===== config.mk =====
export PLATFORM = sky130hd
export DESIGN_NAME = reg_access_ctrl_flat
export DESIGN_NICKNAME = d
export VERILOG_FILES = /design/src/rtl/reg_access_ctrl_if.sv /design/src/rtl/reg_access_ctrl.sv /design/src/flat_wrapper.sv
export SDC_FILE = /design/constraint.sdc
export NUM_CORES = 1
export LEC_CHECK = 0
export ABC_AREA = 1
export CAP_MARGIN = 20
export CORE_MARGIN = 2
export CORE_UTILIZATION = 45
export DETAILED_ROUTE_END_ITERATION = 6
export PLACE_DENSITY = 0.89
export SLEW_MARGIN = 5
export SYNTH_ARGS = -nofsm -noshare
export SYNTH_HDL_FRONTEND = slang
export SYNTH_SLANG_ARGS = --single-unit

===== constraint.sdc =====
create_clock -name clk -period 3.5 [get_ports clk]
set_input_delay 0.35 -clock clk [delete_from_list [all_inputs] [get_ports clk]]
set_output_delay 0.35 -clock clk [all_outputs]
set_load 0.01 [all_outputs]

===== src/rtl/reg_access_ctrl_if.sv =====
// Bundle between reg_access_ctrl and its neighbours:
// issue/operand path, writeback path and both register-file ports.
interface reg_access_ctrl_if #(
    parameter int WORD_SIZE = 32,
    parameter int ADDR_W    = 4
);
    logic                 iss_valid;
    logic                 iss_ready;
    logic [ADDR_W-1:0]    iss_rs0;
    logic [ADDR_W-1:0]    iss_rs1;
    logic [ADDR_W-1:0]    iss_rd;
    logic                 iss_rd_en;

    logic                 op_valid;
    logic                 op_ready;
    logic [WORD_SIZE-1:0] op_a;
    logic [WORD_SIZE-1:0] op_b;

    logic                 wb_valid;
    logic                 wb_ready;
    logic [ADDR_W-1:0]    wb_rd;
    logic [WORD_SIZE-1:0] wb_data;
    logic                 wb_err;

    logic [ADDR_W-1:0]    rf_addr0;
    logic [WORD_SIZE-1:0] rf_din0;
    logic                 rf_we0;
    logic [WORD_SIZE-1:0] rf_dout0;
    logic [ADDR_W-1:0]    rf_addr1;
    logic [WORD_SIZE-1:0] rf_din1;
    logic                 rf_we1;
    logic [WORD_SIZE-1:0] rf_dout1;

    modport slave (
        input  iss_valid, iss_rs0, iss_rs1, iss_rd, iss_rd_en,
        output iss_ready,
        output op_valid, op_a, op_b,
        input  op_ready,
        input  wb_valid, wb_rd, wb_data,
        output wb_ready, wb_err,
        output rf_addr0, rf_din0, rf_we0,
        input  rf_dout0,
        output rf_addr1, rf_din1, rf_we1,
        input  rf_dout1
    );

    modport master (
        output iss_valid, iss_rs0, iss_rs1, iss_rd, iss_rd_en,
        input  iss_ready,
        input  op_valid, op_a, op_b,
        output op_ready,
        output wb_valid, wb_rd, wb_data,
        input  wb_ready, wb_err,
        input  rf_addr0, rf_din0, rf_we0,
        output rf_dout0,
        input  rf_addr1, rf_din1, rf_we1,
        output rf_dout1
    );
endinterface


===== src/rtl/reg_access_ctrl.sv =====
// Register-file access controller: operand reads, queued writeback
// commits on both ports, and a busy scoreboard for hazard stalls.
module reg_access_ctrl #(
    parameter int WORD_SIZE = 32,
    parameter int NUM_REGS  = 16,
    parameter int ADDR_W    = 4,
    parameter int WBQ_DEPTH = 2
) (
    input logic              clk,
    input logic              rst,
    reg_access_ctrl_if.slave bus
);
    localparam int PTR_W = $clog2(WBQ_DEPTH);
    localparam int CNT_W = $clog2(WBQ_DEPTH + 1);

    typedef enum logic [1:0] {
        M_IDLE,
        M_READ,
        M_WRITE
    } mode_t;

    mode_t                mode;
    logic [NUM_REGS-1:0]  busy;
    logic [NUM_REGS-1:0]  busy_n;
    logic [ADDR_W-1:0]    q_rd   [WBQ_DEPTH];
    logic [WORD_SIZE-1:0] q_data [WBQ_DEPTH];
    logic [PTR_W-1:0]     head;
    logic [PTR_W-1:0]     head1;
    logic [PTR_W-1:0]     tail;
    logic [CNT_W-1:0]     count;
    logic                 op_valid;
    logic [WORD_SIZE-1:0] op_a;
    logic [WORD_SIZE-1:0] op_b;
    logic                 wb_err;

    logic hazard;
    logic full;
    logic slot_free;
    logic push;
    logic pop1;
    logic pop2;

    function automatic logic [PTR_W-1:0] nxt(input logic [PTR_W-1:0] p);
        return (p == PTR_W'(WBQ_DEPTH - 1)) ? '0 : p + 1'b1;
    endfunction

    assign hazard = busy[bus.iss_rs0] | busy[bus.iss_rs1]
                  | (bus.iss_rd_en & busy[bus.iss_rd]);
    assign full      = (count == CNT_W'(WBQ_DEPTH));
    assign slot_free = !op_valid || bus.op_ready;
    assign head1     = nxt(head);
    assign push      = bus.wb_valid && bus.wb_ready;
    assign pop1      = (mode == M_WRITE);
    assign pop2      = pop1 && (count >= CNT_W'(2));

    // A full queue pre-empts reads so writebacks can never starve.
    always_comb begin
        mode = M_IDLE;
        if (rst)
            mode = M_IDLE;
        else if (full)
            mode = M_WRITE;
        else if (bus.iss_valid && !hazard && slot_free)
            mode = M_READ;
        else if (count != '0)
            mode = M_WRITE;
    end

    always_comb begin
        bus.iss_ready = 1'b0;
        bus.rf_addr0  = '0;
        bus.rf_addr1  = '0;
        bus.rf_din0   = '0;
        bus.rf_din1   = '0;
        bus.rf_we0    = 1'b0;
        bus.rf_we1    = 1'b0;
        unique case (mode)
            M_READ: begin
                bus.iss_ready = 1'b1;
                bus.rf_addr0  = bus.iss_rs0;
                bus.rf_addr1  = bus.iss_rs1;
            end
            M_WRITE: begin
                bus.rf_we0   = 1'b1;
                bus.rf_addr0 = q_rd[head];
                bus.rf_din0  = q_data[head];
                if (pop2) begin
                    bus.rf_we1   = 1'b1;
                    bus.rf_addr1 = q_rd[head1];
                    bus.rf_din1  = q_data[head1];
                end
            end
            default: ;
        endcase
    end

    always_comb begin
        busy_n = busy;
        if (pop1)
            busy_n[q_rd[head]] = 1'b0;
        if (pop2)
            busy_n[q_rd[head1]] = 1'b0;
        if (mode == M_READ && bus.iss_rd_en)
            busy_n[bus.iss_rd] = 1'b1;
    end

    assign bus.wb_ready = !full;
    assign bus.wb_err   = wb_err;
    assign bus.op_valid = op_valid;
    assign bus.op_a     = op_a;
    assign bus.op_b     = op_b;

    // Queue storage needs no reset; head/tail/count define validity.
    always_ff @(posedge clk) begin
        if (push) begin
            q_rd[tail]   <= bus.wb_rd;
            q_data[tail] <= bus.wb_data;
        end
    end

    always_ff @(posedge clk) begin
        if (rst) begin
            busy     <= '0;
            head     <= '0;
            tail     <= '0;
            count    <= '0;
            op_valid <= 1'b0;
            op_a     <= '0;
            op_b     <= '0;
            wb_err   <= 1'b0;
        end else begin
            busy   <= busy_n;
            wb_err <= push && !busy[bus.wb_rd];
            if (push)
                tail <= nxt(tail);
            if (pop2)
                head <= nxt(head1);
            else if (pop1)
                head <= head1;
            count <= count + CNT_W'(push) - CNT_W'(pop1) - CNT_W'(pop2);
            if (mode == M_READ) begin
                op_valid <= 1'b1;
                op_a     <= bus.rf_dout0;
                op_b     <= bus.rf_dout1;
            end else if (bus.op_ready) begin
                op_valid <= 1'b0;
            end
        end
    end
endmodule


===== src/flat_wrapper.sv =====
// flat-port wrapper written by rule: the top's interface ports become plain ports
module reg_access_ctrl_flat 
#(
    parameter int WORD_SIZE = 32,
    parameter int NUM_REGS  = 16,
    parameter int ADDR_W    = 4,
    parameter int WBQ_DEPTH = 2
)
  (clk, rst, bus_iss_valid, bus_iss_rs0, bus_iss_rs1, bus_iss_rd, bus_iss_rd_en, bus_iss_ready, bus_op_valid, bus_op_a, bus_op_b, bus_op_ready, bus_wb_valid, bus_wb_rd, bus_wb_data, bus_wb_ready, bus_wb_err, bus_rf_addr0, bus_rf_din0, bus_rf_we0, bus_rf_dout0, bus_rf_addr1, bus_rf_din1, bus_rf_we1, bus_rf_dout1);
  reg_access_ctrl_if #(.WORD_SIZE(WORD_SIZE), .ADDR_W(ADDR_W)) bus_i ();
  input logic clk;
  input logic rst;
  input wire logic [$bits(bus_i.iss_valid)-1:0] bus_iss_valid;
  input wire logic [$bits(bus_i.iss_rs0)-1:0] bus_iss_rs0;
  input wire logic [$bits(bus_i.iss_rs1)-1:0] bus_iss_rs1;
  input wire logic [$bits(bus_i.iss_rd)-1:0] bus_iss_rd;
  input wire logic [$bits(bus_i.iss_rd_en)-1:0] bus_iss_rd_en;
  output wire logic [$bits(bus_i.iss_ready)-1:0] bus_iss_ready;
  output wire logic [$bits(bus_i.op_valid)-1:0] bus_op_valid;
  output wire logic [$bits(bus_i.op_a)-1:0] bus_op_a;
  output wire logic [$bits(bus_i.op_b)-1:0] bus_op_b;
  input wire logic [$bits(bus_i.op_ready)-1:0] bus_op_ready;
  input wire logic [$bits(bus_i.wb_valid)-1:0] bus_wb_valid;
  input wire logic [$bits(bus_i.wb_rd)-1:0] bus_wb_rd;
  input wire logic [$bits(bus_i.wb_data)-1:0] bus_wb_data;
  output wire logic [$bits(bus_i.wb_ready)-1:0] bus_wb_ready;
  output wire logic [$bits(bus_i.wb_err)-1:0] bus_wb_err;
  output wire logic [$bits(bus_i.rf_addr0)-1:0] bus_rf_addr0;
  output wire logic [$bits(bus_i.rf_din0)-1:0] bus_rf_din0;
  output wire logic [$bits(bus_i.rf_we0)-1:0] bus_rf_we0;
  input wire logic [$bits(bus_i.rf_dout0)-1:0] bus_rf_dout0;
  output wire logic [$bits(bus_i.rf_addr1)-1:0] bus_rf_addr1;
  output wire logic [$bits(bus_i.rf_din1)-1:0] bus_rf_din1;
  output wire logic [$bits(bus_i.rf_we1)-1:0] bus_rf_we1;
  input wire logic [$bits(bus_i.rf_dout1)-1:0] bus_rf_dout1;
  assign bus_i.iss_valid = bus_iss_valid;
  assign bus_i.iss_rs0 = bus_iss_rs0;
  assign bus_i.iss_rs1 = bus_iss_rs1;
  assign bus_i.iss_rd = bus_iss_rd;
  assign bus_i.iss_rd_en = bus_iss_rd_en;
  assign bus_iss_ready = bus_i.iss_ready;
  assign bus_op_valid = bus_i.op_valid;
  assign bus_op_a = bus_i.op_a;
  assign bus_op_b = bus_i.op_b;
  assign bus_i.op_ready = bus_op_ready;
  assign bus_i.wb_valid = bus_wb_valid;
  assign bus_i.wb_rd = bus_wb_rd;
  assign bus_i.wb_data = bus_wb_data;
  assign bus_wb_ready = bus_i.wb_ready;
  assign bus_wb_err = bus_i.wb_err;
  assign bus_rf_addr0 = bus_i.rf_addr0;
  assign bus_rf_din0 = bus_i.rf_din0;
  assign bus_rf_we0 = bus_i.rf_we0;
  assign bus_i.rf_dout0 = bus_rf_dout0;
  assign bus_rf_addr1 = bus_i.rf_addr1;
  assign bus_rf_din1 = bus_i.rf_din1;
  assign bus_rf_we1 = bus_i.rf_we1;
  assign bus_i.rf_dout1 = bus_rf_dout1;
  reg_access_ctrl #(.WORD_SIZE(WORD_SIZE), .NUM_REGS(NUM_REGS), .ADDR_W(ADDR_W), .WBQ_DEPTH(WBQ_DEPTH)) u_core (.clk(clk), .rst(rst), .bus(bus_i));
endmodule

# --- After elaboration in Yosys (flattened, before gate mapping) ---
# Memories as Yosys holds them, arrays and structs flattened. A register that Yosys moved wholly into a read port is not among the register bits.
# Cells that the tools add are included.
op_classes:
  eq_ne: 3
  muxes: 44
  n_addsub: 6
  n_reduce_logical: 17
  bitwise: 8
  order_cmp: 10
ops:
  columns: ["op", "count"]
  rows:
  - ["32-bit two-way mux", 3]
  - ["16-bit two-way mux", 3]
  - ["16-bit bitwise AND", 2]
  - ["16-bit NOT", 2]
  - ["4-bit by 5-bit < comparator with 1-bit output, second input constant", 6]
  - ["1-bit two-way mux", 24]
  - ["1-bit binary-select mux with 4-bit select", 4]
  - ["16-bit bitwise OR", 1]
  - ["4-bit case mux with 2 select lines", 2]
  - ["1-bit demux with 4-bit select", 3]
  - ["4-bit by 1-bit greater-or-equal comparator with 1-bit output, second input constant", 3]
  - ["1-bit logical AND", 9]
  - ["2-bit two-way mux", 4]
  - ["2-bit nonzero test", 3]
  - ["2-bit equality test, second input constant", 2]
  - ["1-bit zero test", 4]
  - ["4-bit two-way mux", 1]
  - ["2-bit by 1-bit subtractor with 2-bit output", 2]
  - ["1-bit adder, second input constant", 3]
  - ["2-bit by 1-bit adder with 2-bit output", 1]
  - ["2-bit by 1-bit equality test with 1-bit output, second input constant", 1]
  - ["2-bit greater-or-equal comparator, second input constant", 1]
  - ["1-bit bitwise OR", 2]
  - ["1-bit bitwise AND", 1]
  - ["1-bit logical OR", 1]
totals:
  n_memories: 2
  elab_cells: 98
  register_bits: 86
  output_inout_bits: 142
  ram_bits: 72
  in_bits: 118
mem_list:
  columns: ["memory", "words", "word_bits", "read_ports", "rd_ports_with_merged_regs", "wr", "line", "text"]
  rows:
  - ["u_core.q_data", 2, 32, 2, 1, 1, "reg_access_ctrl.sv:26", "logic [WORD_SIZE-1:0] q_data [WBQ_DEPTH];"]
  - ["u_core.q_rd", 2, 4, 2, 1, 1, "reg_access_ctrl.sv:25", "logic [ADDR_W-1:0] q_rd [WBQ_DEPTH];"]

# --- Logic depth before layout (Yosys ltp) ---
# Gate-level depths: netlist (run 1).
depth:
  depth_word: 16
  depth_mapped: 19
  depth_no_buf: 19

# --- Least setup slack after synthesis (run 1) ---
# Ideal clock, no wire load.
synth_timing:
  path_kind: "register to register"
  startpoint: "register u_core.count[1]"
  endpoint: "memory u_core.q_data[1][0] (enable)"
  t_required_ns: 3.069
  stages_incl_launch_ff: 6
  arrival_ns: 2.198
  setup_time_ns: 0.431
  path_buffers: 0
  slack_ns: 0.871
  synth_period_minus_slack_ns: 2.629
  path_cell_list: "dfxtp_1 -> inv_1 -> nor2_1 -> inv_1 -> nand2_1 -> nor2_1"
synth_between:
  elab_chain_len: 5
synth_lines:
  columns: ["element", "line", "text"]
  rows:
  - ["start: declaration", "reg_access_ctrl.sv:30", "logic [CNT_W-1:0] count;"]
  - ["start signal: assignment", "reg_access_ctrl.sv:140", "count <= count + CNT_W'(push) - CNT_W'(pop1) - CNT_W'(pop2);"]
  - ["2-bit equality test", "reg_access_ctrl.sv:49", "assign full = (count == CNT_W'(WBQ_DEPTH));"]
  - ["1-bit zero test", "reg_access_ctrl.sv:107", "assign bus.wb_ready = !full;"]
  - ["via bus_wb_ready", "flat_wrapper.sv:26", "output wire logic [$bits(bus_i.wb_ready)-1:0] bus_wb_ready;"]
  - ["1-bit logical AND", "reg_access_ctrl.sv:52", "assign push = bus.wb_valid && bus.wb_ready;"]
  - ["1-bit two-way mux", "reg_access_ctrl.sv:115", "if (push) begin"]
  - ["1-bit two-way mux (implied by the code)", "reg_access_ctrl.sv:117", "q_data[tail] <= bus.wb_data;"]
  - ["end: declaration", "reg_access_ctrl.sv:26", null]
# The timed path passes the listed nets, and every way through them passes these cells.

# --- Worst setup path in the final report (run 1) ---
layout_timing:
  startpoint: "input port bus_iss_rs1[0]"
  endpoint: "output port bus_rf_addr1[3]"
layout_between:
  elab_chain_len: 14
  word_cells_on_any_way: 15
  cone_classes: "eq/ne (2); mux (7); bitwise (2); reduce/logical (4)"
layout_lines:
  columns: ["element", "line", "text"]
  rows:
  - ["start: declaration", "flat_wrapper.sv:15", "input wire logic [$bits(bus_i.iss_rs1)-1:0] bus_iss_rs1;"]
  - ["1-bit binary-select mux with 4-bit select (*)", "reg_access_ctrl.sv:47", "assign hazard = busy[bus.iss_rs0] | busy[bus.iss_rs1]"]
  - ["1-bit two-way mux (implied by the code) (*)", "reg_access_ctrl.sv:47", null]
  - ["1-bit bitwise OR (*)", "reg_access_ctrl.sv:47", null]
  - ["1-bit bitwise OR (*)", "reg_access_ctrl.sv:48", "| (bus.iss_rd_en & busy[bus.iss_rd]);"]
  - ["1-bit zero test (*)", "reg_access_ctrl.sv:63", "else if (bus.iss_valid && !hazard && slot_free)"]
  - ["1-bit logical AND (*) (2 in a row)", "reg_access_ctrl.sv:63", null]
  - ["2-bit two-way mux (*)", "reg_access_ctrl.sv:63", null]
  - ["2-bit two-way mux (*)", "reg_access_ctrl.sv:61", "else if (full)"]
  - ["2-bit two-way mux (*)", "reg_access_ctrl.sv:59", "if (rst)"]
  - ["2-bit equality test", "reg_access_ctrl.sv:53, reg_access_ctrl.sv:77", null]
  - ["1-bit logical AND", "reg_access_ctrl.sv:54", "assign pop2 = pop1 && (count >= CNT_W'(2));"]
  - ["4-bit two-way mux", "reg_access_ctrl.sv:87", "if (pop2) begin"]
  - ["4-bit case mux with 2 select lines (*)", "reg_access_ctrl.sv:77", "unique case (mode)"]
  - ["end: declaration", "flat_wrapper.sv:32", "output wire logic [$bits(bus_i.rf_addr1)-1:0] bus_rf_addr1;"]
# Every way passes the cells marked *; elsewhere a longest branch is shown, timed or not. The select of a mux whose other input is x is not followed.

==> impl_metrics.json, run 1 <==
{
  "status": "completed",
  "die_h_um": 131.4,
  "rr_worst_depth": 19,
  "ant_nets": 0,
  "synth.most_common_cell": "nor2_1",
  "p_leak_nw": 4.989,
  "cp.required_ns": 3.15,
  "grt_pass1_vias": 7392,
  "nets": 1315,
  "hpwl_mm": 16.87,
  "rsz0062_at_grt": "true",
  "endpoint_kind": "output port",
  "synthCells": 941,
  "drtIter0Drc": 793,
  "drive_gt1_share_pct": 6.633,
  "maxSlewHeadroom_pct": 55.38,
  "tns_ns": 0,
  "drc_errors": 0,
  "async_flop_share_pct": 0,
  "crit_type": "input pin to output port",
  "first_pass_iters": 5,
  "synth_ff_type": "dfxtp_1",
  "critPathLaunchType": "input pin",
  "syn_area_mm2": 0.007300,
  "synth_edf_count": 72,
  "grt_pass1_wl_mm": 37.03,
  "seq_area_frac_synth_pct": 53.48,
  "syn_avg_cell_area_um2": 7.757,
  "die_w_um": 131.4,
  "drt_wl_total_mm": 23.96,
  "min_period_over_period_pct": 98.63,
  "r2r_start": "u_core.busy[13]",
  "cts_num_sinks": 159,
  "synth_area_leaders": "edfxtp_1 (30%), dfxtp_1 (24%), nor2_1 (15%), o21ai_0 (8.3%), nand2_1 (6.5%)",
  "final_cell_area_mm2": 0.01094,
  "port_buffers": 259,
  "ios": 260,
  "synth_top_area_share_pct": 29.62,
  "via_count": 7588,
  "ir_drop_v": 0.0003931,
  "placedInstanceArea_mm2": 0.01019,
  "setup_ws_ns": 0.04780,
  "synthTopCellsByCount": "nor2_1 (283), nand2_1 (126), o21ai_0 (121)",
  "dp.cells": 1390,
  "ys_types": 29,
  "finalCriticalPeriod_ns": 3.452,
  "floorplan.initialDensity_pct": 45.95,
  "post-place-ws_ns": 0.009812,
  "synth-seq-cells": 159,
  "postCtsHoldBufs": 0,
  "clk_latency_ns": 0.43,
  "clock.fmax_mhz": 289.7,
  "antenna_found_initial": 0,
  "synth_area_leader_cell": "edfxtp_1",
  "holdPathEnd": "u_core.q_data[0][30]",
  "finClkSkew_ns": 0.01051,
  "setup_viol": 0,
  "cts_tree": "done",
  "ff2ff_setup_slack_ns": 0.69,
  "h-tree-depth": 4,
  "antenna_cells": 0,
  "min_path_cells": 1,
  "hold_viol": 0,
  "syn-num-nets": 1063,
  "tightest_slew_ns": 0.6684,
  "hold_class": "input pin to register",
  "cp_max_fo": 9,
  "cts-root-buf": "clkbuf_16",
  "final_cell_count_no_fill": 1422,
  "cp.arrival_ns": 3.10,
  "clkTransAtPathRegs_ns": 0.07,
  "reg2reg_to": "u_core.count[1]",
  "row_count": 46,
  "max_cap_violations": 0,
  "coreArea_mm2": 0.01589,
  "cts_buffers": 17,
  "via_per_inst": 5.336,
  "clk_path_buf_depth": 2,
  "grt_max_degree": 68,
  "drv_slew": 0,
  "area_growth_syn_to_layout_pct": 49.83,
  "avgRoutedWirePerCell_um": 16.85,
  "gp_congestion": 0.9377,
  "yosysWarnings": 0,
  "cts_setup_buffers": 0,
  "powerDensity_mw_per_mm2": 540.3,
  "holdWs_ns": 0.4970,
  "dieArea_mm2": 0.01726,
  "hold_start": "bus_wb_data[30]",
  "grt_usage_pct": 26.96,
  "overflow": 0
}
-- worst max path at each step --
stage,from,endpoint,slack [ns],cells after the start
finish,bus_iss_rs1[0],bus_rf_addr1[3],0.05,14
global route,bus_iss_rd[0],bus_rf_addr1[3],-0.07,16
CTS,bus_iss_rd[0],bus_rf_din0[18],0.02,18
detailed placement,bus_iss_rd[0],bus_rf_din1[4],0.01,18
global placement,bus_iss_rd[0],bus_rf_din1[15],0.09,18
floorplan,u_core.count[1],u_core.q_data[1][0],0.87,5
-- layer usage --
metal	track usage, %	wire length, µm
met5	0	0
met3	8.758	2511
met2	43.77	11280
met4	13.41	991
met1	32.27	9181
-- per-stage QoR --
step / total power, mW / util, %
2_1_floorplan: 3.112 / -
3_3_place_gp: 3.853 / 64.15
3_5_place_dp: 3.891 / 64.15
4_1_cts: 5.910 / 68.17
5_1_grt: 6.163 / 68.85
6_report: 5.909 / 68.85
-- timing repair --
action,in CTS,in global routing
endpoints found under the setup margin,1,73
gates resized for setup,1,42
pin swaps,0,1
-- logic make-up after synthesis --
| group | after synthesis | share of synthesized area [%] |
|---|---|---|
| AOI/OAI and AO/OA | 189 | 13.44 |
| DFF | 159 | 53.48 |
| buffers and inverters | 108 | 5.845 |
| and+or+nand+nor | 480 | 26.43 |
| adders and majority gates | 4 | 0.6857 |
| xor gates and xnor gates | 1 | 0.1200 |
-- worst max-delay path, stage by stage --
cell	delay, ns
clkdlybuf4s50_1	0.51
buf_4	0.18
nand2_1	0.09
nand3_1	0.11
nand3_1	0.08
nand3_1	0.08
nand2_1	0.05
nor2_1	0.19
nand4_1	0.17
inv_1	0.09
ha_2	0.34
nand2_1	0.08
a21oi_1	0.21
clkdlybuf4s50_1	0.57
-- power by group --
| part | total [mW] | switching [mW] | internal, mW |
|---|---|---|---|
| Combinational | 1.58 | 0.916 | 0.669 |
| Clock | 2.02 | 0.798 | 1.22 |
| Sequential | 2.31 | 0.115 | 2.19 |
| Total | 5.91 | 1.83 | 4.08 |
-- cells in the final DEF, fill, tap and decap left out, types with 3 or more instances in the layout --
cell type and count:
nor2_1 281, clkdlybuf4s50_1 224, nand2_1 124, o21ai_0 121, dfxtp_1 87, edfxtp_1 72, inv_1 49, a21oi_1 47
dlymetal6s2s_1 35, nor3_1 34, nand3_1 27, buf_4 19, clkbuf_16 17, o21ai_1 10, inv_2 8, o211ai_1 6
nor2_4 6, bufinv_16 4, inv_8 4, clkbuf_1 3, buf_12 3
-- state kept, by name (all words and copies together), names as in the netlist, named ones only --
signal / cells
u_core.q_data: 64
u_core.bus.op_a: 32
u_core.bus.op_b: 32
u_core.busy: 16
u_core.q_rd: 8
u_core.count: 2
u_core.bus.op_valid: 1
u_core.bus.wb_err: 1
u_core.head: 1
u_core.tail: 1
-- area by class of cell --
class	count	area, µm²
Clock inverter	12	198.9
Multi-Input combinational cell	674	2998
Sequential cell	159	3904
Inverter	58	220.2
Clock buffer	20	436.7
Fill cell	1223	4949
Timing Repair Buffer	283	2909
Tap cell	216	270.3
No activity file was read; power rests on OpenSTA's default activity.
==> inputs of run 2 (changes only) <==
--- a/config.mk
+++ b/config.mk
@@ -7,6 +7,7 @@
 export LEC_CHECK = 0
 export ABC_AREA = 1
 export CAP_MARGIN = 20
+export CORE_ASPECT_RATIO = 0.7
 export CORE_MARGIN = 2
 export CORE_UTILIZATION = 45
 export DETAILED_ROUTE_END_ITERATION = 6
==> impl_metrics.json, run 2 (synthesized netlist as in run 1, its figures left out) <==
{
  "hpwl_mm": 16.93,
  "max_cap_violations": 0,
  "h-tree-depth": 4,
  "avgRoutedWirePerCell_um": 16.90,
  "final_cell_mix": "nor2_1 (281), clkdlybuf4s50_1 (246), nand2_1 (126)",
  "hold_viol": 0,
  "status": "completed",
  "hold_start": "u_core.bus.op_b[6]",
  "fill_cells": 1201,
  "top_register": "u_core.q_data",
  "cts_setup_buffers": 0,
  "clk_latency_ns": 0.41,
  "endpoint_kind": "output port",
  "setup_viol": 0,
  "cts-root-buf": "clkbuf_16",
  "row_count": 38,
  "post-place-ws_ns": -0.004558,
  "final_common_cell": "nor2_1",
  "grt_pass1_vias": 7232,
  "clock.fmax_mhz": 296.3,
  "ir_drop_v": 0.0003386,
  "grt_usage_pct": 27.00,
  "fin_util_pct": 68.84,
  "tns_ns": 0,
  "maxSlewHeadroom_pct": 48.88,
  "setup_ws_ns": 0.1253,
  "critPathLaunchType": "input pin",
  "nets": 1318,
  "grt_pass1_wl_mm": 37.04,
  "drv_slew": 0,
  "area_growth_syn_to_layout_pct": 47.96,
  "port_buffers": 259,
  "largest_reg_flops": 64,
  "tightest_slew_ns": 0.7658,
  "hold_class": "register to register",
  "cts_tree": "done",
  "drt_wl_total_mm": 23.81,
  "via_count": 7591,
  "postCtsHoldBufs": 0,
  "ant_nets": 0,
  "via_per_inst": 5.388,
  "coreArea_mm2": 0.01569,
  "grt_max_degree": 68,
  "drive_gt1_share_pct": 6.948,
  "powerDensity_mw_per_mm2": 530.0,
  "first_pass_iters": 6,
  "power_mw": 5.724,
  "clkTransAtPathRegs_ns": 0.06,
  "finClkSkew_ns": 0.01416,
  "die_w_um": 156.2,
  "antenna_found_initial": 0,
  "drc_errors": 0,
  "antenna_cells": 0,
  "clk_path_buf_depth": 2,
  "p_leak_nw": 4.533,
  "dieArea_mm2": 0.01727,
  "cp_max_fo": 12,
  "cts_num_sinks": 159,
  "die_h_um": 110.6,
  "cts_buffers": 17,
  "min_period_over_period_pct": 96.42,
  "ios": 260,
  "floorplan.initialDensity_pct": 46.52,
  "rsz0062_at_grt": "true",
  "cp.required_ns": 3.15,
  "gp_congestion": 0.9376,
  "r2r_start": "u_core.busy[9]",
  "cp-startpoint": "bus_iss_rs0[0]",
  "reg_top3": "u_core.q_data (64), u_core.bus.op_a (32), u_core.bus.op_b (32)",
  "cp.arrival_ns": 3.02,
  "crit_type": "input pin to output port",
  "finalCriticalPeriod_ns": 3.375,
  "overflow": 0,
  "drtIter0Drc": 956
}
run 2: changes by cell type in the layout (fill, tap and decap cells not counted), moves of 4 or more:
cell and change:
buf_4 +5, bufinv_16 -4, clkdlybuf4s50_1 +22, dlymetal6s2s_1 -22
run 2: where the power goes:
part           switching, mW  internal [mW]
registers              0.151           2.19
clock network          0.791           1.02
logic                  0.899          0.677
total                   1.84           3.88
run 2: repair_timing:
action / in CTS / in global routing
gates resized for setup: 1 / 23
endpoints found under the hold margin: 0 / 0
endpoints found under the setup margin: 1 / 66
run 2: worst paths after layout:
check             slack [ns]  depth (start not counted)                 end
setup / recovery        0.13                         15      bus_rf_din1[9]
hold / removal          0.50                          2  u_core.bus.op_b[6]
setup reg to reg        0.70                         20      u_core.busy[2]
hold reg to reg         0.50                          2  u_core.bus.op_b[6]
run 2: critical path, cell delays in order:
cell,delay (ns)
clkdlybuf4s50_1,0.48
buf_4,0.18
o21ai_0,0.10
a21oi_1,0.14
nor2_1,0.06
nor2_1,0.10
nor2_1,0.07
nand3_1,0.06
nand2_1,0.06
inv_1,0.06
ha_2,0.23
nand2_1,0.10
buf_4,0.20
nor3_1,0.24
clkdlybuf4s50_1,0.59
run 2: per-layer routing:
layer	vias up	share of wire, %	GRT usage (%)
met5	-	0	0
met4	0	2.6	8.012
met3	60	12	8.752
met2	438	46	43.36
met1	3491	40	34.84
li1	3602	-	-
run 2: stage by stage:
step,instances,hold slack [ns],cell area [µm²]
final,1409,0.5012,10800
after global routing,1409,0.5020,10800
after CTS,1409,0.5036,10740
after detailed placement,1377,0.4818,10160
after global placement,1377,0.4745,10160
after floorplan,941,0.4489,7300
run 2: final cells by class:
class                      instances  area, µm²  share of cell area [%]
multi-input combinational        674       2999                   27.77
timing repair buffer             286       2848                   26.37
clock buffer                      21      483.0                   4.472
sequential                       159       3905                   36.16
inverter                          58      220.2                   2.039
tap                              200      250.2                   2.317
clock inverter                    11      95.09                  0.8804
==> inputs of run 3 (changes only) <==
--- a/config.mk
+++ b/config.mk
@@ -11,6 +11,7 @@
 export CORE_MARGIN = 2
 export CORE_UTILIZATION = 45
 export DETAILED_ROUTE_END_ITERATION = 6
+export HOLD_SLACK_MARGIN = 0.02
 export PLACE_DENSITY = 0.89
 export SLEW_MARGIN = 5
 export SYNTH_ARGS = -nofsm -noshare
==> results of run 3 <==
The final DEF is identical to that of run 2; final timing and power are the same.
